<file path="src/rtl/alex_word_builder.sv">
// ---------------------------------------------------------------------------
// alex_word_builder
//
// Builds the 32-bit Alex relay control word from the tuned frequency and a
// handful of front-end controls. A frequency strobe triggers a serial band
// scan, one threshold compare per cycle: first the HPF table, then the LPF
// table. The scan results are then merged with the control fields into
// Alex_data. A control-only change skips the scan and reuses the last band
// selection. Every word write is followed by a hold-off of HOLDOFF_CYCLES
// cycles. Strobes that arrive while the block is busy are parked in a shadow
// register (last one wins) and are replayed on return to IDLE.
//
// Optional feature: define ALEX_6M_PREAMP_EN to add a sixth HPF compare at
// 50 MHz. Frequencies at or above 50 MHz then select HPF bit 6 (6 m preamp).
// Without it, HPF bit 6 is always 0.
//
// Ports:
//   clock       in   1  sole clock
//   reset_n     in   1  asynchronous active-low reset
//   freq_hz     in  32  tuned frequency, unsigned Hz
//   freq_valid  in   1  one-cycle strobe qualifying freq_hz
//   ptt         in   1  transmit request
//   rx_ant      in   2  RX antenna select
//   tx_ant      in   2  TX antenna select
//   atten       in   2  step attenuator code
//   hpf_bypass  in   1  force HPF bypass
//   Alex_data   out 32  assembled relay word (registered)
//   enable      out  1  sticky word-valid (registered)
//   busy        out  1  high in any state except IDLE (registered)
// ---------------------------------------------------------------------------
module alex_word_builder #(
    parameter int unsigned HOLDOFF_CYCLES = 4096
) (
    input  logic        clock,
    input  logic        reset_n,
    input  logic [31:0] freq_hz,
    input  logic        freq_valid,
    input  logic        ptt,
    input  logic [1:0]  rx_ant,
    input  logic [1:0]  tx_ant,
    input  logic [1:0]  atten,
    input  logic        hpf_bypass,
    output logic [31:0] Alex_data,
    output logic        enable,
    output logic        busy
);

    typedef enum logic [2:0] {
        IDLE     = 3'd0,
        SCAN_HPF = 3'd1,
        SCAN_LPF = 3'd2,
        ASSEMBLE = 3'd3,
        HOLD     = 3'd4
    } state_t;

    // Index of the last HPF compare. A miss on every compare selects the
    // bit one above it.
`ifdef ALEX_6M_PREAMP_EN
    localparam logic [2:0] HPF_LAST = 3'd5;
`else
    localparam logic [2:0] HPF_LAST = 3'd4;
`endif
    localparam logic [2:0]  LPF_LAST  = 3'd5;
    localparam logic [15:0] HOLD_LOAD = 16'(HOLDOFF_CYCLES - 1);
    localparam logic [31:0] RESET_WORD = 32'h0000_0081;

    // HPF band edges in Hz, in scan order.
    function automatic logic [31:0] hpf_thr(input logic [2:0] idx);
        case (idx)
            3'd0:    hpf_thr = 32'd1_500_000;
            3'd1:    hpf_thr = 32'd6_500_000;
            3'd2:    hpf_thr = 32'd9_500_000;
            3'd3:    hpf_thr = 32'd13_000_000;
            3'd4:    hpf_thr = 32'd20_000_000;
            default: hpf_thr = 32'd50_000_000;
        endcase
    endfunction

    // LPF band edges in Hz, in scan order.
    function automatic logic [31:0] lpf_thr(input logic [2:0] idx);
        case (idx)
            3'd0:    lpf_thr = 32'd2_000_000;
            3'd1:    lpf_thr = 32'd4_000_000;
            3'd2:    lpf_thr = 32'd7_300_000;
            3'd3:    lpf_thr = 32'd14_350_000;
            3'd4:    lpf_thr = 32'd21_450_000;
            default: lpf_thr = 32'd29_700_000;
        endcase
    endfunction

    state_t      r_state;
    logic [31:0] r_freq;
    logic [31:0] r_shadow;
    logic        r_pending;
    logic [15:0] r_holdoff;
    logic [2:0]  r_idx;
    logic        r_hit;           // an earlier compare in this scan already hit
    logic [2:0]  r_hpf_sel;       // selected HPF bit position
    logic [2:0]  r_lpf_sel;       // selected LPF bit offset from bit 7
    logic        r_bypass_applied;
    logic [31:0] r_alex_data;
    logic        r_enable;
    logic        r_busy;

    logic        w_hpf_lt;
    logic        w_lpf_lt;
    logic        w_ctrl_diff;
    logic [6:0]  w_hpf_onehot;
    logic [6:0]  w_lpf_onehot;

    // Strict less-than: a frequency equal to an edge falls into the upper band.
    assign w_hpf_lt = (r_freq < hpf_thr(r_idx));
    assign w_lpf_lt = (r_freq < lpf_thr(r_idx));

    // The bypass request is not recoverable from the word itself, because
    // bit 0 is also set naturally below 1.5 MHz. The applied value is
    // therefore tracked separately.
    assign w_ctrl_diff = ({ptt, tx_ant, rx_ant, atten} != r_alex_data[20:14]) ||
                         (hpf_bypass != r_bypass_applied);

    assign w_hpf_onehot = hpf_bypass ? 7'b000_0001 : (7'b000_0001 << r_hpf_sel);
    assign w_lpf_onehot = 7'b000_0001 << r_lpf_sel;

    // NOTE: all state below uses non-blocking assignments so every register
    // samples pre-edge values, whatever the order of statements in the block.
    always_ff @(posedge clock or negedge reset_n) begin
        if (!reset_n) begin
            r_state          <= IDLE;
            r_freq           <= '0;
            r_shadow         <= '0;
            r_pending        <= 1'b0;
            r_holdoff        <= '0;
            r_idx            <= '0;
            r_hit            <= 1'b0;
            r_hpf_sel        <= '0;
            r_lpf_sel        <= '0;
            r_bypass_applied <= 1'b0;
            r_alex_data      <= RESET_WORD;
            r_enable         <= 1'b0;
            r_busy           <= 1'b0;
        end else begin
            // Strobes while busy are parked; the last one wins.
            if (freq_valid && (r_state != IDLE)) begin
                r_shadow  <= freq_hz;
                r_pending <= 1'b1;
            end

            case (r_state)
                IDLE: begin
                    if (freq_valid || r_pending) begin
                        r_freq    <= freq_valid ? freq_hz : r_shadow;
                        r_pending <= 1'b0;
                        r_idx     <= '0;
                        r_hit     <= 1'b0;
                        r_busy    <= 1'b1;
                        r_state   <= SCAN_HPF;
                    end else if (w_ctrl_diff) begin
                        r_busy  <= 1'b1;
                        r_state <= ASSEMBLE;
                    end
                end

                SCAN_HPF: begin
                    if (!r_hit && w_hpf_lt) begin
                        r_hpf_sel <= r_idx;
                        r_hit     <= 1'b1;
                    end
                    if (r_idx == HPF_LAST) begin
                        if (!r_hit && !w_hpf_lt)
                            r_hpf_sel <= HPF_LAST + 3'd1;
                        r_idx   <= '0;
                        r_hit   <= 1'b0;
                        r_state <= SCAN_LPF;
                    end else begin
                        r_idx <= r_idx + 3'd1;
                    end
                end

                SCAN_LPF: begin
                    if (!r_hit && w_lpf_lt) begin
                        r_lpf_sel <= r_idx;
                        r_hit     <= 1'b1;
                    end
                    if (r_idx == LPF_LAST) begin
                        if (!r_hit && !w_lpf_lt)
                            r_lpf_sel <= LPF_LAST + 3'd1;
                        r_idx   <= '0;
                        r_state <= ASSEMBLE;
                    end else begin
                        r_idx <= r_idx + 3'd1;
                    end
                end

                ASSEMBLE: begin
                    r_alex_data      <= {11'd0, ptt, tx_ant, rx_ant, atten,
                                         w_lpf_onehot, w_hpf_onehot};
                    r_bypass_applied <= hpf_bypass;
                    r_enable         <= 1'b1;
                    r_holdoff        <= HOLD_LOAD;
                    r_state          <= HOLD;
                end

                HOLD: begin
                    if (r_holdoff == 16'd0) begin
                        r_busy  <= 1'b0;
                        r_state <= IDLE;
                    end else begin
                        r_holdoff <= r_holdoff - 16'd1;
                    end
                end

                default: begin
                    r_busy  <= 1'b0;
                    r_state <= IDLE;
                end
            endcase
        end
    end

    assign Alex_data = r_alex_data;
    assign enable    = r_enable;
    assign busy      = r_busy;

endmodule

</file>
<file path="config.mk">
export PLATFORM = sky130hd
export DESIGN_NAME = alex_word_builder
export DESIGN_NICKNAME = d
export VERILOG_FILES = /design/src/rtl/alex_word_builder.sv
export SDC_FILE = /design/constraint.sdc
export NUM_CORES = 1
export LEC_CHECK = 0
export CORE_MARGIN = 2
export CORE_UTILIZATION = 45
export DETAILED_ROUTE_END_ITERATION = 7
export DONT_BUFFER_PORTS = 1
export GPL_TIMING_DRIVEN = 0
export HOLD_SLACK_MARGIN = 0.12
export PLACE_DENSITY = 0.72
export SLEW_MARGIN = 20
export SYNTH_ARGS = -nofsm -noshare
export SYNTH_HDL_FRONTEND = slang
export SYNTH_SLANG_ARGS = --single-unit
export TNS_END_PERCENT = 30
</file>
<file path="constraint.sdc">
create_clock -name clock -period 4.9 [get_ports clock]
set_input_delay 1.225 -clock clock [delete_from_list [all_inputs] [get_ports clock]]
set_output_delay 1.225 -clock clock [all_outputs]
set_load 0.01 [all_outputs]
</file>
# After elaboration in Yosys (flattened, before gate mapping)
# Cells that the tools add are included.
# totals
register_bits,118
input_bits,43
out_inout_bits,34
elab_cells,96
# op_classes
addsub,2
n_lt_le_gt_ge,2
eq_ne,19
shift,2
n_mux,34
n_bitwise,1
n_reduce_logical,23
# op_table
cell,n
26-bit one-hot mux with 5 select lines,1
25-bit one-hot mux with 5 select lines,1
32-bit < comparator,2
3-bit two-way mux,14
32-bit two-way mux,1
16-bit one-hot mux with 2 select lines,1
16-bit logical NOT,1
16-bit two-way mux,1
16-bit by 1-bit subtractor with 16-bit output (second input constant),1
3-bit one-hot mux with 5 select lines,1
1-bit by 3-bit left shift with 7-bit output (first input constant),2
3-bit by 2-bit equality test with 1-bit output (second input constant),4
2-bit != test (second input constant),6
1-bit two-way mux,10
3-bit equality test (second input constant),3
3-bit one-hot mux with 3 select lines,1
4-bit AND reduction,2
7-bit two-way mux,1
7-bit != test,1
3-bit by 1-bit equality test with 1-bit output (second input constant),2
3-bit logical NOT,2
3-bit != test (second input constant),2
1-bit one-hot mux with 3 select lines,2
2-bit AND reduction,3
other kinds (10),18

# Longest topological paths before layout
# depth
ltp_word,7
ltp_mapped,15
depth_no_buf,14

# Worst setup path after synthesis
# OpenSTA, ideal clock, no wires.
# synth_timing
path_kind,register to register
from,reg r_idx[2]
to,reg r_lpf_sel[0]
arrival_ns,3.120
required_ns,4.774
path_slack_ns,1.654
stages_incl_launch_ff,15
path_buffers,2
period_less_slack_ns,3.246
path_cell_list,dfrtp_1 clkbuf_8 clkbuf_1 inv_1 ha_1 nor3_1 nor2_1 ha_1 nand4_1 nor3_1 and3_1 a221oi_1 and3_1 and2_1 a311o_1
# synth_between
elab_chain_len,7
# synth_rtl
element,line_no,text
start: declaration,96,logic [2:0] r_idx;
start signal: assignment,175,r_idx <= r_idx + 3'd1;
start signal: assignment,190,r_idx <= r_idx + 3'd1;
3-bit equality test (tied with other cells),81,case (idx)
25-bit one-hot mux with 5 select lines,81,
32-bit < comparator,113,assign w_lpf_lt = (r_freq < lpf_thr(r_idx));
1-bit logical AND / 1-bit logical NOT (equally long branches),"180, 185",
3-bit two-way mux / 1-bit logical AND (equally long branches),"180, 185",
3-bit two-way mux,185,if (!r_hit && !w_lpf_lt)
3-bit two-way mux *,184,if (r_idx == LPF_LAST) begin
end signal: assignment,181,r_lpf_sel <= r_idx;
end signal: assignment,186,r_lpf_sel <= LPF_LAST + 3'd1;
end: declaration,99,logic [2:0] r_lpf_sel;
# Every way passes the cells marked *; elsewhere a longest branch is shown, timed or not.
# A chain may end at the register's enable or synchronous reset.

# Worst setup path after layout
# layout_timing
from,reg r_idx[0]
to,reg r_lpf_sel[0]
# The elaborated chain is that of the path after synthesis.

==> impl_metrics.py <==
metrics = {
    "status": {
        "outcome": "completed",
    },
    "place": {
        "place_inst": 815,
        "io_buffers": 0,
        "hpwl_um": 10200,
        "place_area_sq_um": 6440,
        "gp_congestion": 0.961,
    },
    "synth": {
        "synthTopCellsByArea": "dfrtp_1 44%, ha_1 8.5%, mux2_2 5.1%",
        "synth_top_area_share": 0.437,
        "synthMostInstantiatedCell": "dfrtp_1",
        "synth_seq_area_share": 0.446,
        "synth_edf_count": 0,
        "synth_area_per_cell_sq_um": 9.83,
        "yosysTopAreaCell": "dfrtp_1",
        "synthArstFlopShare": 1.00,
        "yosysWarnings": 0,
        "ys_top_cells_by_count": "108 x dfrtp_1, 77 x nand2_1, 63 x nor2_1",
        "synth_cells": 629,
        "syn_area_sq_um": 6180,
        "synthFlopType": "dfrtp_1",
        "ys_seq_elements": 110,
        "ys_types": 63,
    },
    "clocking": {
        "clk_path_buf_depth": 2,
        "hold_buffers": 0,
        "cts.sinks": 110,
        "cts_tree": "built",
        "htree_num_levels": 3,
        "clkTransAtPathRegs_ns": 0.07,
        "clock_latency_ns": 0.36,
        "root_buffer": "clkbuf_16",
        "cts_resized": 0,
        "cts_buffers": 9,
        "postCtsSetupBuffers": 0,
    },
    "critical_path": {
        "crit_type": "reg -> reg",
        "arrival_ns": 4.35,
        "reg2reg_slack_ns": 0.79,
        "crit_required_ns": 5.14,
        "cp_max_fo": 10,
        "startpoint_type": "flip-flop",
        "end_kind": "flip-flop",
    },
    "routing": {
        "drt_iter0_drc": 382,
        "antenna_left": 0,
        "dr.pass1.iters": 4,
        "vias_per_cell": 5.56,
        "via_count": 4621,
        "drt-total-wl_um": 13400,
        "wl_per_cell_um": 16.1,
        "remaining_drc_errors": 0,
    },
    "cells_and_area": {
        "final_cell_count_no_fill": 831,
        "area_growth_syn_to_layout_pct": 9.33,
        "drive_gt1_frac": 0.108,
        "antenna_cells": 0,
        "num-nets-final": 735,
        "stdcell_area_sq_um": 6760,
    },
    "floorplan": {
        "die_h_um": 121,
        "fp.dieW_um": 121,
        "initial_core_util": 0.463,
        "ios": 77,
        "coreArea_sq_um": 13300,
        "rows": 42,
        "die-area_sq_um": 14700,
    },
    "power": {
        "power_density_nw_per_um2": 268,
        "p_leak_nw": 3.00,
        "ir_drop_v": 0.000260,
    },
    "sta": {
        "finalSetupTns_ns": 0,
        "fmax_ghz": 0.243,
        "clock_skew_ns": 0.00982,
        "tightest_slew_ns": 0.747,
        "min_period_ns": 4.11,
        "finalMaxSlewViolations": 0,
        "rsz0062_at_grt": "no",
        "finalCritPeriodShare": 0.838,
        "relSlewSlack": 0.497,
        "setup-violations-final": 0,
        "final-hold-violation-count": 0,
    },
    "global_route": {
        "grt_pass1_wl_um": 22500,
        "grt_antenna_before_repair": 0,
        "overflow": 0,
        "grt_max_degree": 111,
        "track_usage": 0.193,
        "grt_pass1_vias": 4718,
    },
    "run": {
        "cap_violations": 0,
    },
    "worst_hold_path": {
        "hold_path.class": "reg -> reg",
    },
}
## final timing paths
path | start | endpoint | cells after the start
setup / recovery | r_idx[0] | r_lpf_sel[0] | 14
hold / removal | Alex_data[0] | Alex_data[0] | 2
setup reg to reg | r_idx[0] | r_lpf_sel[0] | 14
hold reg to reg | Alex_data[0] | Alex_data[0] | 2
max in group asynchronous | reset_n | Alex_data[0] | 0
min in group asynchronous | reset_n | r_idx[1] | 0
## through the flow
| step | utilization | setup slack [ns] | hold WS, ns | power [mW] |
|---|---|---|---|---|
| 3_3_place_gp | 0.483 | 0.848 | 0.469 | 1.04 |
| 2_1_floorplan | - | 1.65 | 0.460 | 1.03 |
| 3_5_place_dp | 0.483 | 0.839 | 0.482 | 1.05 |
| 5_1_grt | 0.506 | 0.480 | 0.514 | 1.87 |
| 4_1_cts | 0.506 | 0.811 | 0.492 | 1.84 |
| 6_report | 0.506 | 0.792 | 0.491 | 1.81 |
## layout by cell type (no fill, tap or decap), drive strengths merged, types with 8 or more instances in the layout
cell type	n
mux2	28
nand3	10
conb	11
clkbuf	30
nand2b	8
dfrtp	108
nor2	63
xnor2	10
mux2i	28
inv	18
a21oi	53
ha	42
buf	21
nand2	77
o41ai	9
nor3	21
o21ai	22
## where the power goes
| group | switching, mW | internal (mW) |
|---|---|---|
| clock network | 0.323 | 0.461 |
| registers | 0.0163 | 0.935 |
| logic | 0.0325 | 0.0456 |
| total | 0.371 | 1.44 |
## area by class of cell
cell class                 count  area [sq um]
tap                          176           220
inverter                      18          67.6
clock buffer                  12           246
sequential                   110          2760
fill                        1249          6590
multi-input combinational    472          3160
clock inverter                 4          72.6
buffer                        39           234
## critical path, stage by stage (launching register included)
cell,delay [ns]
dfrtp_1,0.45
inv_1,0.15
ha_1,0.16
clkbuf_1,0.33
inv_1,0.19
o21ai_0,0.43
nor2_1,0.12
ha_1,0.32
nand4_1,0.12
nor3_1,0.55
and3_1,0.24
a221oi_1,0.07
and3_1,0.30
and2_1,0.20
a311o_1,0.35
## flip-flops by register name, indices dropped and copies added (netlist names)
register	flops
r_bypass_applied	1
r_lpf_sel	3
r_idx	3
enable	1
r_shadow	28
r_hpf_sel	3
r_holdoff	16
r_freq	28
r_hit	1
Alex_data	21
busy	1
r_state	3
r_pending	1
## cell families (layout without fill, tap and decap cells)
family,after synthesis,after routing,share of synthesized area
AOI/OAI and AO/OA,123,123,0.129
xor gates and xnor gates,17,17,0.0241
adders and majority gates,43,43,0.0866
buffers and inverters,57,73,0.0488
DFF,110,110,0.446
muxes,56,56,0.0963
other,1,11,0.000606
and+or+nand+nor,222,222,0.169
## routing by layer
layer	GRT usage	vias to the layer above	share of wire
li1	-	2270	-
met1	0.242	2221	0.43
met2	0.328	106	0.49
met3	0.0446	24	0.057
met4	0.0668	0	0.017
met5	0	-	0
Note: power is estimated with default switching activity, not from simulation.
